--- src/rtl/uart_rx_pkg.sv ---
// -----------------------------------------------------------------------------
// uart_rx_pkg
// Shared types and constants for the UART receive frame controller.
//   rx_state_e      : receive FSM states
//   START_BIT       : bit index of the start bit
//   PAR_BIT         : bit index of the parity bit (when present)
//   FRAME_LEN_*     : total bits per frame without / with parity
//   legal_prescale(): maps any prescale value onto a supported ratio
//   frame_len()     : frame length for a given parity setting
// -----------------------------------------------------------------------------
package uart_rx_pkg;

  typedef enum logic [2:0] {
    IDLE   = 3'd0,
    START  = 3'd1,
    DATA   = 3'd2,
    PARITY = 3'd3,
    STOP   = 3'd4
  } rx_state_e;

  localparam logic [3:0] START_BIT        = 4'd0;
  localparam logic [3:0] PAR_BIT          = 4'd9;
  localparam logic [3:0] FRAME_LEN_NO_PAR = 4'd10;
  localparam logic [3:0] FRAME_LEN_PAR    = 4'd11;

  // Only 8, 16 and 32 are supported oversampling ratios; anything else
  // falls back to the smallest one.
  function automatic logic [5:0] legal_prescale(input logic [5:0] pre);
    case (pre)
      6'd8, 6'd16, 6'd32: return pre;
      default:            return 6'd8;
    endcase
  endfunction

  function automatic logic [3:0] frame_len(input logic par_en);
    return par_en ? FRAME_LEN_PAR : FRAME_LEN_NO_PAR;
  endfunction

endpackage

--- src/rtl/uart_rx_frame_ctrl_sampler.sv ---
// -----------------------------------------------------------------------------
// rx_data_sampler
// Three-point majority voter for one UART bit. RX_IN is captured at oversample
// indices P/2-1, P/2 and P/2+1; the vote is published at index P/2+2.
// Ports:
//   CLK, RST        : clock, asynchronous active-low reset
//   i_rx_in         : synchronised serial line
//   i_edge_cnt      : oversample index within the current bit
//   i_prescale      : latched oversampling ratio P
//   o_vote          : combinational majority of the three captured samples
//   o_vote_stb      : high in the cycle the vote is taken (index P/2+2)
//   o_sampled_bit   : registered vote, held until the next bit's vote
// -----------------------------------------------------------------------------
module rx_data_sampler
  import uart_rx_pkg::*;
(
  input  logic       CLK,
  input  logic       RST,
  input  logic       i_rx_in,
  input  logic [5:0] i_edge_cnt,
  input  logic [5:0] i_prescale,
  output logic       o_vote,
  output logic       o_vote_stb,
  output logic       o_sampled_bit
);

  logic [5:0] w_half;
  logic [2:0] r_samples;
  logic       r_sampled_bit;

  assign w_half     = i_prescale >> 1;
  assign o_vote     = (r_samples[0] & r_samples[1]) |
                      (r_samples[0] & r_samples[2]) |
                      (r_samples[1] & r_samples[2]);
  assign o_vote_stb = (i_edge_cnt == w_half + 6'd2);

  // While the controller idles, edge_cnt is held at 0, which never matches
  // any sample point (P >= 8), so no gating on FSM state is needed here.
  always_ff @(posedge CLK or negedge RST) begin
    if (!RST) begin
      r_samples     <= '0;
      r_sampled_bit <= 1'b0;
    end else begin
      if (i_edge_cnt == w_half - 6'd1) r_samples[0] <= i_rx_in;
      if (i_edge_cnt == w_half)        r_samples[1] <= i_rx_in;
      if (i_edge_cnt == w_half + 6'd1) r_samples[2] <= i_rx_in;
      if (o_vote_stb)                  r_sampled_bit <= o_vote;
    end
  end

  assign o_sampled_bit = r_sampled_bit;

endmodule

--- src/rtl/uart_rx_frame_ctrl.sv ---
// -----------------------------------------------------------------------------
// uart_rx_frame_ctrl
// UART receive frame controller: tracks oversample/bit position, runs the
// IDLE/START/DATA/PARITY/STOP FSM, deserialises the data byte and flags
// frame outcomes. Parity itself is checked by an external block that reads
// P_DATA and sampled_bit while par_chk_en is high.
// Ports:
//   CLK          : oversampling clock
//   RST          : asynchronous active-low reset
//   RX_IN        : synchronised serial line, idle high
//   PAR_EN       : frame carries a parity bit (latched at frame start)
//   prescale     : oversampling ratio 8/16/32 (latched at frame start)
//   par_err      : registered result from the external parity checker
//   edge_cnt     : oversample index within the current bit
//   bit_cnt      : bit index within the frame
//   sampled_bit  : majority-voted value of the current bit
//   P_DATA       : deserialised data byte
//   par_chk_en   : enables the external parity checker during STOP
//   data_valid   : one-cycle pulse for a good frame
//   stp_err      : one-cycle pulse for a bad stop bit
//   strt_glitch  : one-cycle pulse for a false start bit
// -----------------------------------------------------------------------------
module uart_rx_frame_ctrl
  import uart_rx_pkg::*;
(
  input  logic       CLK,
  input  logic       RST,
  input  logic       RX_IN,
  input  logic       PAR_EN,
  input  logic [5:0] prescale,
  input  logic       par_err,
  output logic [5:0] edge_cnt,
  output logic [3:0] bit_cnt,
  output logic       sampled_bit,
  output logic [7:0] P_DATA,
  output logic       par_chk_en,
  output logic       data_valid,
  output logic       stp_err,
  output logic       strt_glitch
);

  rx_state_e  r_state;
  rx_state_e  w_next_state;

  logic [5:0] r_prescale;
  logic       r_par_en;
  logic [5:0] r_edge_cnt;
  logic [3:0] r_bit_cnt;
  logic [7:0] r_data;
  logic       r_par_chk_en;
  logic       r_data_valid;
  logic       r_stp_err;
  logic       r_strt_glitch;

  logic       w_last_edge;
  logic       w_vote;
  logic       w_vote_stb;
  logic       w_sampled_bit;
  logic [2:0] w_data_idx;
  logic [3:0] w_stop_bit;
  logic       w_data_valid;
  logic       w_stp_err;
  logic       w_strt_glitch;

  rx_data_sampler u_sampler (
    .CLK           (CLK),
    .RST           (RST),
    .i_rx_in       (RX_IN),
    .i_edge_cnt    (r_edge_cnt),
    .i_prescale    (r_prescale),
    .o_vote        (w_vote),
    .o_vote_stb    (w_vote_stb),
    .o_sampled_bit (w_sampled_bit)
  );

  assign w_last_edge = (r_edge_cnt == r_prescale - 6'd1);
  assign w_stop_bit  = frame_len(r_par_en) - 4'd1;
  // Data bits 1..8 map to P_DATA[0..7]; bit 8 wraps to 0 in three bits,
  // so subtracting one in three bits lands on index 7 as required.
  assign w_data_idx  = r_bit_cnt[2:0] - 3'd1;

  // ---------------------------------------------------------------------------
  // State register and per-frame configuration
  // ---------------------------------------------------------------------------
  // NOTE: sequential state uses non-blocking assignments so every register
  // samples pre-edge values regardless of statement order.
  always_ff @(posedge CLK or negedge RST) begin
    if (!RST) begin
      r_state    <= IDLE;
      r_prescale <= 6'd8;
      r_par_en   <= 1'b0;
    end else begin
      r_state <= w_next_state;
      if (r_state == IDLE && w_next_state == START) begin
        r_prescale <= legal_prescale(prescale);
        r_par_en   <= PAR_EN;
      end
    end
  end

  // ---------------------------------------------------------------------------
  // Next-state and pulse decode
  // ---------------------------------------------------------------------------
  always_comb begin
    // NOTE: every output gets a default before the case so no path leaves a
    // variable unassigned, which would infer a latch.
    w_next_state  = r_state;
    w_data_valid  = 1'b0;
    w_stp_err     = 1'b0;
    w_strt_glitch = 1'b0;
    case (r_state)
      IDLE: begin
        if (!RX_IN) w_next_state = START;
      end
      START: begin
        if (w_last_edge) begin
          if (w_sampled_bit) begin
            w_next_state  = IDLE;
            w_strt_glitch = 1'b1;
          end else begin
            w_next_state  = DATA;
          end
        end
      end
      DATA: begin
        // Parity follows the last data bit only if the frame is long enough
        // to place the stop bit after PAR_BIT.
        if (w_last_edge && r_bit_cnt == PAR_BIT - 4'd1)
          w_next_state = (w_stop_bit > PAR_BIT) ? PARITY : STOP;
      end
      PARITY: begin
        if (w_last_edge) w_next_state = STOP;
      end
      STOP: begin
        if (w_last_edge) begin
          w_next_state = IDLE;
          if (!w_sampled_bit)
            w_stp_err = 1'b1;
          else if (!r_par_chk_en || !par_err)
            w_data_valid = 1'b1;
        end
      end
      default: w_next_state = IDLE;
    endcase
  end

  // ---------------------------------------------------------------------------
  // Edge / bit counters: cleared in IDLE and on the way back to it, so the
  // next frame always starts from START_BIT, edge 0.
  // ---------------------------------------------------------------------------
  always_ff @(posedge CLK or negedge RST) begin
    if (!RST) begin
      r_edge_cnt <= '0;
      r_bit_cnt  <= START_BIT;
    end else if (r_state == IDLE || w_next_state == IDLE) begin
      r_edge_cnt <= '0;
      r_bit_cnt  <= START_BIT;
    end else if (w_last_edge) begin
      r_edge_cnt <= '0;
      r_bit_cnt  <= r_bit_cnt + 4'd1;
    end else begin
      r_edge_cnt <= r_edge_cnt + 6'd1;
    end
  end

  // ---------------------------------------------------------------------------
  // Data shift-in, parity-check enable and registered status pulses
  // ---------------------------------------------------------------------------
  // NOTE: P_DATA is a plain register (not a memory array), so it is reset
  // like any other flop and must read 0 while RST is low.
  always_ff @(posedge CLK or negedge RST) begin
    if (!RST) begin
      r_data        <= '0;
      r_par_chk_en  <= 1'b0;
      r_data_valid  <= 1'b0;
      r_stp_err     <= 1'b0;
      r_strt_glitch <= 1'b0;
    end else begin
      if (r_state == DATA && w_vote_stb) r_data[w_data_idx] <= w_vote;
      // Set on PARITY->STOP, held through STOP, cleared on leaving STOP.
      r_par_chk_en  <= (w_next_state == STOP) &&
                       (r_state == PARITY || r_par_chk_en);
      r_data_valid  <= w_data_valid;
      r_stp_err     <= w_stp_err;
      r_strt_glitch <= w_strt_glitch;
    end
  end

  assign edge_cnt    = r_edge_cnt;
  assign bit_cnt     = r_bit_cnt;
  assign sampled_bit = w_sampled_bit;
  assign P_DATA      = r_data;
  assign par_chk_en  = r_par_chk_en;
  assign data_valid  = r_data_valid;
  assign stp_err     = r_stp_err;
  assign strt_glitch = r_strt_glitch;

endmodule

--- config.mk ---
export PLATFORM = sky130hd
export DESIGN_NAME = uart_rx_frame_ctrl
export DESIGN_NICKNAME = d
export VERILOG_FILES = /design/src/rtl/uart_rx_pkg.sv /design/src/rtl/uart_rx_frame_ctrl_sampler.sv /design/src/rtl/uart_rx_frame_ctrl.sv
export SDC_FILE = /design/constraint.sdc
export NUM_CORES = 1
export LEC_CHECK = 0
export ABC_AREA = 1
export BUFFER_PORTS_ARGS = -buffer_cell sky130_fd_sc_hd__buf_2
export CORE_AREA = 2 2 67 69
export DETAILED_ROUTE_END_ITERATION = 16
export DIE_AREA = 0 0 69 71
export HOLD_SLACK_MARGIN = 0.03
export PLACE_DENSITY = 0.79
export RECOVER_POWER = 100
export SLEW_MARGIN = 40
export SYNTH_ARGS = -nofsm -noshare
export SYNTH_HDL_FRONTEND = slang
export SYNTH_SLANG_ARGS = --single-unit
--- constraint.sdc ---
create_clock -name CLK -period 2.7 [get_ports CLK]
set_clock_uncertainty 0.1 [all_clocks]
set_input_delay 0.135 -clock CLK [delete_from_list [all_inputs] [get_ports CLK]]
set_output_delay 0.135 -clock CLK [all_outputs]
set_load 0.02 [all_outputs]
# Yosys cells after proc, flatten, opt, wreduce, memory -nomap -nowiden
# Cells that the tools add are included.
# op_classes
add_sub_neg,8
order_cmp,3
n_eq_ne,15
muxes,27
bitwise,5
n_reduce_logical,14
# ops
op,n
$eq A6 B6 Y1,4
$mux W3,6
$mux W6,3
$pmux W3 S5,1
$mux W1,12
$bwmux W8,1
$mux W4,2
$add A5 B1 Y6 const B,1
$add A5 B2 Y6 const B,1
$add A6 B1 Y6 const B,1
$eq A3 B1 Y1 const B,2
$eq A3 B2 Y1 const B,2
$eq A3 B3 Y1 const B,2
$eq A6 B4 Y1 const B,1
$eq A6 B5 Y1,1
$eq A6 B5 Y1 const B,1
$eq A6 B6 Y1 const B,1
$logic_not A3 Y1,2
$sub A5 B1 Y6 const B,1
$sub A6 B1 Y6 const B,1
$logic_and A1 B1 Y1,5
$add A4 B1 Y4 const B,1
$eq A4 B4 Y1 const B,1
$gt A4 B4 Y1 const B,1
12 further kinds,18
# totals
register_bits,36
input_bits,11
out_inout_bits,23

# Logic depth before layout (Yosys ltp)
# Gate-level depths: netlist of the first run.
# depth
word_depth,9
ltp_mapped,17

# By module
# Synthesis of the first run repeated with hierarchy kept, for this count alone.
# hier_totals
hier_cells,367
hier_area_um2,2486.1
# modules_own_cells
mod,n_inst,cells_each,area_each_um2
uart_rx_frame_ctrl,1,242,1839.3
rx_data_sampler,1,125,646.9

# Worst setup path before layout of the first run
# Ideal clock, no wire load.
# synth_timing
kind,reg2reg
start,reg r_prescale[3]
end,reg r_bit_cnt[2] (netlist: bit_cnt[2])
setup_time_ns,0.120
arrival_ns,1.959
slack_ns,0.521
path_stages_with_launch,16
path_buffers,1
period_less_slack_ns,2.179
cell_sequence,dfstp_2 buf_2 inv_1 ha_1 a21oi_1 nand2_1 nand2_1 nand3_1 nor2_4 nand2_1 nand2_1 nand2_2 nor2_4 nand2_4 nand2_8 nor2_2
# synth_between
elab_chain_cells,8
word_cells_on_any_way,12
# synth_lines
element,line_no,source
"start, declared",uart_rx_frame_ctrl.sv:45,logic [5:0] r_prescale;
"start signal, assigned",uart_rx_frame_ctrl.sv:95,r_prescale <= legal_prescale(prescale);
$sub A6 B1 Y6 *,uart_rx_frame_ctrl.sv:76,assign w_last_edge = (r_edge_cnt == r_prescale - 6'd1);
$eq A6 B6 Y1 *,uart_rx_frame_ctrl.sv:76,
$logic_and A1 B1 Y1,uart_rx_frame_ctrl.sv:128,if (w_last_edge && r_bit_cnt == PAR_BIT - 4'd1)
$mux W3,uart_rx_frame_ctrl.sv:128,
$pmux W3 S5 *,uart_rx_frame_ctrl.sv:111,case (r_state)
via w_next_state[1],uart_rx_frame_ctrl.sv:43,rx_state_e w_next_state;
$logic_not A3 Y1 *,uart_rx_frame_ctrl.sv:155,end else if (r_state == IDLE || w_next_state == IDLE) begin
$logic_or A1 B1 Y1 *,uart_rx_frame_ctrl.sv:155,
$mux W4 / $reduce_bool A2 Y1 (equally long branches),-,
"end signal, assigned",uart_rx_frame_ctrl.sv:160,r_bit_cnt <= r_bit_cnt + 4'd1;
"end, declared",uart_rx_frame_ctrl.sv:48,logic [3:0] r_bit_cnt;
# The timed path passes the listed nets; every way through them passes the cells marked *.
# A chain may end at the register's enable or synchronous reset.

# Worst setup path in the final report of the first run
# layout_timing
start,reg r_prescale[1]
end,reg r_bit_cnt[0] (netlist: bit_cnt[0])
# Same word-level chain as after synthesis.

==> impl_metrics.py, run 1 <==
metrics = {
    "pwr": {
        "power_density_mw_per_mm2": 886,
        "comb_power_share_pct": 47.2,
        "p_switching_w": 0.00110,
        "p_clk_share_pct": 17.5,
        "p_leak_nw": 1.29,
        "power_frac_seq_pct": 35.3,
        "ir_drop_mv": 0.469,
        "internal-power_w": 0.00125,
        "swShare_pct": 46.7,
    },
    "drt": {
        "wire_per_inst_um": 13.1,
        "routed_wl_mm": 5.28,
        "ant_nets": 0,
        "drtPass1Iterations": 4,
        "vias": 2087,
        "routed_via_density": 5.18,
        "drc": 0,
        "drt-initial-drc-count": 118,
    },
    "finish": {
        "fin_area_mm2": 0.00265,
        "drive_gt1_share_pct": 12.8,
        "fin_util_pct": 63.0,
        "antenna_cells": 0,
        "final_cell_mix": "nand2_1, inv_1, dfrtp_1, nor2_1, clkbuf_1",
        "fin_cells": 403,
        "syn_to_final_growth_pct": 13.6,
        "mostFrequentLayoutCell": "nand2_1",
        "final_nets": 372,
        "nFillCells": 412,
    },
    "worst_setup_path": {
        "endpoint_kind": "flop",
        "critical_path.cell_chain": "inv_1 > ha_1 > inv_1 > a21oi_1 > nand2_1 > nand2_1 > nor2_1 > nand2_1 > nand2_1 > nand2_1 > nand2_1 > nor2_4 > nand2_4 > nand2_8 > nor2_1",
        "r2r-start": "r_prescale[1]$_DFFE_PN0P_",
        "slowest_stage": "dfrtp_1",
        "crit_path_frequent_cell": "nand2_1",
        "startpoint": "r_prescale[1]$_DFFE_PN0P_",
        "start_kind": "flop",
        "cp.required_ns": 2.79,
        "critPathMaxFanout": 10,
        "reg2reg_depth": 15,
        "worstPathArrival_ns": 2.55,
        "max_stage_delay_ns": 0.43,
        "crit_type": "reg2reg",
    },
    "floorplanning": {
        "initial_core_util_pct": 55.5,
        "rows": 24,
        "pin_count": 34,
        "die_x_um": 69,
        "dieArea_mm2": 0.00490,
        "die-height_um": 71,
        "core_mm2": 0.00420,
    },
    "grt": {
        "grt_pass1_vias": 2021,
        "grt_max_degree": 37,
        "antenna_found_initial": 0,
        "grt_pass1_wl_mm": 9.29,
        "grt_usage_pct": 23.7,
        "grt_overflow_total": 0,
    },
    "place": {
        "placed_area_mm2": 0.00257,
        "port_buffers": 33,
        "dpl.hpwl_mm": 3.94,
        "placed_cells": 390,
        "routabilityCongestion": 0.920,
    },
    "synthesis": {
        "yosysTopAreaCell": "dfrtp_1",
        "ys_seq_elements": 36,
        "synth-seq-area-share_pct": 38.7,
        "synth.distinct_cells": 32,
        "avgSynthCellArea_um2": 7.63,
        "yosysWarnings": 0,
        "netlist_top_cells_area": "dfrtp_1, nand2_1, ha_1",
        "synth_top_area_share_pct": 37.5,
        "synthCells": 306,
        "syn_area_mm2": 0.00233,
        "synth_nets": 328,
    },
    "clock_tree": {
        "insertion_delay_ns": 0.30,
        "h-tree-depth": 2,
        "clockBufferDepth": 2,
        "cts_made_buffers": 5,
        "path_clk_slew_ns": 0.08,
        "cts_tree": "yes",
        "cts-root-buf": "clkbuf_8",
        "clock_sinks": 36,
    },
    "run": {
        "drv_cap": 0,
    },
    "hold_path": {
        "hold_depth": 4,
        "min_path_type": "in2reg",
        "min_from": "prescale[4]",
    },
    "run_status": {
        "status": "finished, final reports clean",
    },
    "sta": {
        "slew_viol_final": 0,
        "hold_violations": 0,
        "min_period_ns": 2.46,
        "rsz0062_at_grt": "false",
        "max_slew.worst_pin.slew_ns": 0.911,
        "max_freq_mhz": 407,
        "tns_ns": 0,
        "setup_viol": 0,
        "max_slew_margin_pct": 39.2,
        "post-route-period-util_pct": 91.1,
    },
}
[cells in the mapped netlist]
cell,instances
nand2_1,70
inv_1,36
dfrtp_1,35
nand3_1,23
nor2_1,23
nor2_2,15
o21ai_0,13
ha_1,11
o21ai_1,10
inv_2,9
nor3_1,8
xnor2_1,8
xor2_1,8
nand4_1,6
nand2_2,5
a21oi_1,4
buf_2,3
a221oi_1,2
nand3b_1,2
nor2_4,2
o2111ai_1,2
a2111oi_2,1
a21oi_2,1
and3_1,1
clkbuf_1,1
dfstp_2,1
nand2_4,1
nand2_8,1
nand2b_1,1
nand3_2,1
nor2b_1,1
o21a_1,1
[worst max-delay path, delay by kind of cell, from the launching register on]
family,cells,cell delay (ns)
adders and majority gates,1,0.25
and+or+nand+nor,11,1.11
buffers and inverters,2,0.24
AOI/OAI and AO/OA,1,0.21
DFF,1,0.43
[sequential cells by signal (all words and copies together), names as in the netlist]
name / cells
r_par_en: 1
u_sampler.o_sampled_bit: 1
par_chk_en: 1
u_sampler.r_samples: 3
P_DATA: 8
strt_glitch: 1
bit_cnt: 4
r_prescale: 6
data_valid: 1
r_state: 3
edge_cnt: 6
stp_err: 1
[path summary, 6_finish.rpt]
path	end	slack, ns
max in group asynchronous	edge_cnt[5]$_DFF_PN0_	1.54
max	bit_cnt[0]$_DFFE_PN0P_	0.24
max reg2reg	bit_cnt[0]$_DFFE_PN0P_	0.24
min reg2reg	P_DATA[4]$_DFFE_PN0P_	0.39
min	r_prescale[5]$_DFFE_PN0P_	0.07
min in group asynchronous	r_prescale[2]$_DFFE_PN0P_	0.39
[cell type report]
class	instances	area [µm²]	share of cell area, %
repair buffers	41	205	7.74
well taps	52	65.1	2.46
clock buffers	7	86.3	3.26
inverters	45	169	6.37
flip-flops and latches	36	902	34.0
multi-input cells	221	1210	45.8
clock inverters	1	7.51	0.283
[cell families after synthesis]
| family | share of synthesized area (%) |
|---|---|
| compound gates | 8.63 |
| buf+inv | 8.04 |
| xor+xnor | 6.01 |
| fa+ha+maj | 5.90 |
| flops | 38.7 |
| simple gates | 32.8 |
[power by group through the flow]
stage | Clock [W] | Combinational, W | Sequential [W]
after floorplan | 0 | 0.000873 | 0.000821
after global placement | 0 | 0.00111 | 0.000832
after detailed placement | 0 | 0.00114 | 0.000835
after CTS | 0.000418 | 0.00115 | 0.000824
after global routing | 0.000446 | 0.00124 | 0.000851
final | 0.000411 | 0.00111 | 0.000828
[metrics by stage]
stage | setup slack, ns | hold WS [ns] | power [W]
6_report | 0.241 | 0.0678 | 0.00235
2_1_floorplan | 0.521 | -0.261 | 0.00169
5_1_grt | 0.0799 | 0.0965 | 0.00254
3_5_place_dp | 0.330 | 0.171 | 0.00197
3_3_place_gp | 0.425 | 0.164 | 0.00194
4_1_cts | 0.310 | 0.0543 | 0.00239
[repair_timing]
| item | CTS | global route |
|---|---|---|
| hold endpoints to repair | 39 | 0 |
| gates resized for setup | 0 | 0 |
| buffers inserted | 0 | 0 |
| hold buffers | 5 | 0 |
| setup endpoints to repair | 0 | 0 |
[per-layer routing]
metal  global-route usage [%]  routed length [µm]  vias up  share of wire (%)
met5                        0                   0        -                  0
met4                     9.15                  70        0                1.3
met3                     5.98                 257        6                4.9
met2                     37.6                2490       49                 47
met1                     31.4                2470      967                 47
li1                         -                   -     1065                  -
No activity file was read; power rests on OpenSTA's default activity.
==> run 2: changes to the inputs <==
--- a/config.mk
+++ b/config.mk
@@ -13,6 +13,7 @@
 export HOLD_SLACK_MARGIN = 0.03
 export PLACE_DENSITY = 0.79
 export RECOVER_POWER = 100
+export REMOVE_ABC_BUFFERS = 1
 export SLEW_MARGIN = 40
 export SYNTH_ARGS = -nofsm -noshare
 export SYNTH_HDL_FRONTEND = slang
==> impl_metrics.py, run 2 (synthesized netlist as in run 1, its figures left out) <==
metrics = {
    "run": {
        "drv_cap": 1,
    },
    "finish": {
        "mostFrequentLayoutCell": "nand2_1",
        "final_cell_mix": "nand2_1, inv_1, dfrtp_1, nor2_1, clkbuf_1",
        "antenna_cells": 0,
        "drive_gt1_share_pct": 13.0,
        "largest_reg_flops": 8,
        "fin_cells": 399,
        "final_nets": 368,
        "syn_to_final_growth_pct": 12.4,
        "nFillCells": 406,
    },
    "worst_setup_path": {
        "crit_type": "reg2reg",
        "r2r-start": "r_prescale[1]$_DFFE_PN0P_",
        "timing.rr.end": "edge_cnt[3]$_DFF_PN0_",
        "r2r_slack_ns": 0.17,
        "max_stage_delay_ns": 0.45,
        "critPathMaxFanout": 14,
        "slowest_stage": "dfrtp_1",
        "start_kind": "flop",
        "worstPathArrival_ns": 2.61,
        "crit_path_frequent_cell": "nand2_1",
        "critical_path.cell_chain": "inv_1 > ha_1 > inv_1 > nand2_1 > nand2_1 > nor2_2 > nand2_1 > nor2_1 > nand2_2 > a21oi_1 > nand2_2 > nor2_4 > nand2_4 > nand2_8 > nor2_1",
        "path_delay_family": "simple AND/OR/NAND/NOR gates",
        "crit_buf_inv": 2,
        "reg2reg_depth": 15,
        "cp.required_ns": 2.77,
        "endpoint_kind": "flop",
    },
    "hold_path": {
        "hold_depth": 3,
        "holdPathEnd": "r_prescale[3]$_DFFE_PN1P_",
        "min_path_type": "in2reg",
        "min_from": "prescale[3]",
    },
    "drt": {
        "routed_via_density": 5.10,
        "vias": 2033,
        "drtPass1Iterations": 4,
        "drc": 0,
        "ant_nets": 0,
        "routed_wl_mm": 4.95,
        "drt-initial-drc-count": 130,
        "wire_per_inst_um": 12.4,
    },
    "clock_tree": {
        "h-tree-depth": 2,
        "clock_sinks": 36,
        "clockBufferDepth": 2,
        "cts_setup_buffers": 0,
        "cts_tree": "yes",
        "path_clk_slew_ns": 0.07,
        "cts_made_buffers": 5,
        "cts-root-buf": "clkbuf_8",
        "cts_resized": 0,
        "insertion_delay_ns": 0.29,
    },
    "grt": {
        "grt_pass1_wl_mm": 8.64,
        "grt_pass1_vias": 1958,
        "grt_usage_pct": 22.0,
        "antenna_found_initial": 0,
        "grt_overflow_total": 0,
        "grt_max_degree": 37,
    },
    "place": {
        "routabilityCongestion": 0.931,
        "dpl.hpwl_mm": 3.84,
        "port_buffers": 33,
        "placed_cells": 388,
    },
    "run_status": {
        "violations": "capacitance limit, slew limit",
        "status": "finished, violations left",
    },
    "sta": {
        "rsz0062_at_grt": "false",
        "tns_ns": 0,
        "max_slew_margin_pct": -27.8,
        "post-route-period-util_pct": 93.8,
        "min_period_ns": 2.53,
        "setup_viol": 0,
        "slew_viol_final": 37,
        "max_slew.worst_pin.slew_ns": 1.92,
        "max_freq_mhz": 395,
        "hold_violations": 0,
    },
    "floorplanning": {
        "core_mm2": 0.00420,
        "rows": 24,
        "die-height_um": 71,
        "pin_count": 34,
        "dieArea_mm2": 0.00490,
        "die_x_um": 69,
        "initial_core_util_pct": 55.5,
    },
    "pwr": {
        "power_density_mw_per_mm2": 887,
        "p_leak_nw": 1.27,
        "ir_drop_mv": 0.472,
    },
}
-- run 2: cell count changes in the layout (fill, tap and decap cells not counted), moves of 2 or more --
| cell | before | now |
|---|---|---|
| buf_4 | 2 | 0 |
| dlygate4sd3_1 | 5 | 3 |
| nand2_1 | 72 | 70 |
| nand2_2 | 3 | 5 |
| nor2_1 | 30 | 27 |
| nor2_2 | 8 | 11 |
-- run 2: stage by stage --
stage | hold slack, ns | setup slack (ns) | cell area, µm² | util, % | total power (W)
after detailed placement | 0.176 | 0.247 | 2550 | 60.7 | 0.00196
after global routing | 0.0620 | 0.0333 | 2620 | 62.4 | 0.00254
final | 0.0307 | 0.168 | 2620 | 62.4 | 0.00233
after global placement | 0.166 | 0.305 | 2550 | 60.7 | 0.00193
after floorplan | -0.261 | 0.524 | 2310 | - | 0.00168
after CTS | 0.0307 | 0.221 | 2680 | 63.7 | 0.00237
-- run 2: how the worst max path moves through the flow --
stage                              to  cells past startpoint  slack [ns]                      start
6_report        edge_cnt[3]$_DFF_PN0_                     15        0.17  r_prescale[1]$_DFFE_PN0P_
5_1_grt        bit_cnt[1]$_DFFE_PN0P_                     15        0.03  r_prescale[1]$_DFFE_PN0P_
4_1_cts         edge_cnt[2]$_DFF_PN0_                     15        0.22  r_prescale[1]$_DFFE_PN0P_
3_5_place_dp    edge_cnt[1]$_DFF_PN0_                     15        0.25  r_prescale[1]$_DFFE_PN0P_
3_3_place_gp   bit_cnt[0]$_DFFE_PN0P_                     15        0.30  r_prescale[1]$_DFFE_PN0P_
2_1_floorplan  bit_cnt[0]$_DFFE_PN0P_                     14        0.52  r_prescale[3]$_DFFE_PN1P_
-- run 2: layout make-up --
type | count | area, µm² | share of cell area, %
well taps | 52 | 65.1 | 2.48
clock buffers | 7 | 86.3 | 3.29
flip-flops and latches | 36 | 902 | 34.4
repair buffers | 37 | 169 | 6.44
clock inverters | 1 | 7.51 | 0.286
multi-input cells | 221 | 1220 | 46.7
inverters | 45 | 169 | 6.44
-- run 2: tightest hold or removal path, delay by kind of cell --
family          cells  cell delay (ns)
buf+inv             1             0.09
compound gates      2             0.15
-- run 2: power by group --
part | leakage (nW) | switching, W | internal [W]
Combinational | 0.744 | 0.000721 | 0.000385
Clock | 0.0445 | 0.000191 | 0.000207
Sequential | 0.479 | 0.000168 | 0.000656
Total | 1.27 | 0.00108 | 0.00125
-- run 2: per-layer routing --
layer / up-vias / routed length, µm / GRT usage, %
met5: - / 0 / 0
met4: 0 / 60 / 6.75
met3: 6 / 155 / 4.27
met2: 40 / 2360 / 37.1
met1: 933 / 2370 / 28.8
li1: 1054 / - / -
-- run 2: repair_timing --
action,in CTS,in global routing
setup endpoints to repair,0,0
hold endpoints to repair,37,0
hold buffers,3,0
==> run 3: changes to the inputs <==
--- a/config.mk
+++ b/config.mk
@@ -5,11 +5,10 @@
 export SDC_FILE = /design/constraint.sdc
 export NUM_CORES = 1
 export LEC_CHECK = 0
-export ABC_AREA = 1
 export BUFFER_PORTS_ARGS = -buffer_cell sky130_fd_sc_hd__buf_2
-export CORE_AREA = 2 2 67 69
+export CORE_AREA = 2 2 66 68
 export DETAILED_ROUTE_END_ITERATION = 16
-export DIE_AREA = 0 0 69 71
+export DIE_AREA = 0 0 68 70
 export HOLD_SLACK_MARGIN = 0.03
 export PLACE_DENSITY = 0.79
 export RECOVER_POWER = 100
==> impl_metrics.py, run 3 <==
metrics = {
    "synthesis": {
        "yosysTopAreaCell": "dfrtp_1",
        "synth_common_cells": "dfrtp_1, nor2_1, xnor2_1",
        "netlist_top_cells_area": "dfrtp_1, xnor2_1, ha_1",
        "yosysMostFrequentCell": "dfrtp_1",
        "ys_async_sr_fraction_pct": 100,
        "ys_seq_elements": 36,
        "synth.distinct_cells": 43,
        "syn_area_mm2": 0.00226,
        "synth-seq-area-share_pct": 40.0,
        "synthCells": 233,
        "synth_top_area_share_pct": 38.8,
        "yosysWarnings": 0,
        "synth_edf_count": 0,
        "synth_ff_type": "dfrtp_1",
        "avgSynthCellArea_um2": 9.68,
    },
    "finish": {
        "syn_to_final_growth_pct": 14.5,
        "final_nets": 295,
        "largest_reg_flops": 8,
        "final_cell_mix": "dfrtp_1, clkbuf_1, nor2_1, xnor2_1, nand2_1",
        "mostFrequentLayoutCell": "dfrtp_1",
        "drive_gt1_share_pct": 12.8,
        "antenna_cells": 0,
    },
    "hold_path": {
        "hold_depth": 4,
        "min_path_type": "in2reg",
    },
    "run_status": {
        "violations": "capacitance limit, slew limit",
        "status": "finished, violations left",
    },
    "worst_setup_path": {
        "worstPathArrival_ns": 2.58,
        "reg2reg_depth": 7,
        "crit_type": "reg2reg",
        "endpoint_kind": "flop",
        "r2r-start": "r_prescale[3]$_DFFE_PN1P_",
        "timing.rr.end": "P_DATA[0]$_DFFE_PN0P_",
        "start_kind": "flop",
        "cp.required_ns": 2.77,
        "startpoint": "r_prescale[3]$_DFFE_PN1P_",
        "setup.worst_path.end": "P_DATA[0]$_DFFE_PN0P_",
        "critPathMaxFanout": 12,
        "r2r_slack_ns": 0.19,
    },
    "drt": {
        "ant_nets": 0,
        "drt-initial-drc-count": 136,
        "routed_wl_mm": 4.69,
        "vias": 1814,
        "drc": 0,
        "wire_per_inst_um": 14.4,
        "drtPass1Iterations": 4,
        "routed_via_density": 5.56,
    },
    "sta": {
        "rsz0062_at_grt": "false",
        "slew_viol_final": 37,
        "max_freq_mhz": 399,
        "setup_viol": 0,
        "setup_slack_ns": 0.192,
        "min_period_ns": 2.51,
        "hold_violations": 0,
        "max_slew.worst_pin.slew_ns": 1.96,
        "max_slew_margin_pct": -30.6,
        "tns_ns": 0,
        "post-route-period-util_pct": 92.9,
    },
    "run": {
        "drv_cap": 1,
    },
    "floorplanning": {
        "dieArea_mm2": 0.00476,
        "initial_core_util_pct": 54.4,
        "core_mm2": 0.00414,
        "die_x_um": 68,
        "pin_count": 34,
        "rows": 24,
        "die-height_um": 70,
    },
    "grt": {
        "grt_max_degree": 37,
        "antenna_found_initial": 0,
        "grt_overflow_total": 0,
        "grt_pass1_wl_mm": 7.65,
        "grt_pass1_vias": 1650,
        "grt_usage_pct": 21.3,
    },
    "place": {
        "dpl_worst_slack_ns": 0.203,
        "routabilityCongestion": 0.897,
        "dpl.hpwl_mm": 3.43,
        "port_buffers": 33,
    },
    "pwr": {
        "power_w": 0.00228,
        "power_density_mw_per_mm2": 884,
        "ir_drop_mv": 0.426,
        "p_leak_nw": 1.13,
    },
    "clock_tree": {
        "cts_resized": 0,
        "clockBufferDepth": 2,
        "clock_sinks": 36,
        "cts_made_buffers": 5,
        "cts_tree": "yes",
        "path_clk_slew_ns": 0.07,
        "h-tree-depth": 2,
        "cts-root-buf": "clkbuf_8",
        "insertion_delay_ns": 0.29,
    },
}
run 3: worst max-delay path, cell delays in order (launching register included):
cell	delay, ns
dfstp_2	0.65
ha_1	0.27
nor4bb_1	0.30
a211oi_1	0.07
o22ai_1	0.18
and3_1	0.35
nand4_1	0.14
mux2_1	0.33
run 3: worst min-delay path by stage:
| stage | startpoint | endpoint | slack (ns) |
|---|---|---|---|
| global route | RX_IN | u_sampler.r_samples[0]$_DFFE_PN0N_ | 0.08 |
| detailed placement | RST | u_sampler.r_samples[2]$_DFFE_PN0N_ | 0.17 |
| CTS | prescale[2] | r_prescale[5]$_DFFE_PN0P_ | 0.07 |
| global placement | RST | edge_cnt[3]$_DFF_PN0_ | 0.16 |
| finish | prescale[2] | r_prescale[5]$_DFFE_PN0P_ | 0.07 |
| floorplan | RST | P_DATA[0]$_DFFE_PN0P_ | -0.26 |
run 3: cell type report:
cell class,count,area (µm²)
timing repair buffer,46,238
sequential,36,902
tap,52,65.1
clock inverter,2,10.0
inverter,14,52.6
fill,359,1560
multi-input combinational,170,1230
clock buffer,6,82.6
run 3: logic make-up after synthesis:
family / count (synthesis) / synth area share (%)
multiplexers: 15 / 7.38
adder cells (fa/ha/maj): 12 / 6.54
flip-flops: 36 / 40.0
AO/OA/AOI/OAI: 27 / 8.32
buffers and inverters: 27 / 5.32
AND/OR/NAND/NOR: 86 / 20.5
XOR/XNOR: 30 / 12.0
run 3: stage by stage:
step                util (%)  hold WS (ns)  cell area (µm²)  cells
finish                  62.3        0.0701             2580    326
global placement        59.6         0.164             2470    312
detailed placement      59.6         0.171             2470    312
floorplan                  -        -0.261             2190    220
CTS                     63.3        0.0665             2620    326
global route            62.3        0.0776             2580    326
run 3: routing by layer:
metal	track usage (%)	vias up	routed length, µm
li1	-	889	-
met1	29.4	879	2180
met2	32.9	39	2260
met3	4.03	7	177
met4	8.00	0	70
met5	0	-	0
run 3: repair_timing:
| item | CTS | global route |
|---|---|---|
| hold buffers | 6 | 0 |
| buffers inserted | 0 | 0 |
| endpoints found under the hold margin | 39 | 0 |
run 3: report_power, final:
part / switching (W) / leakage [nW] / internal [W]
logic: 0.000603 / 0.598 / 0.000442
registers: 0.000189 / 0.478 / 0.000659
clock network: 0.000188 / 0.0510 / 0.000203
total: 0.000980 / 1.13 / 0.00130
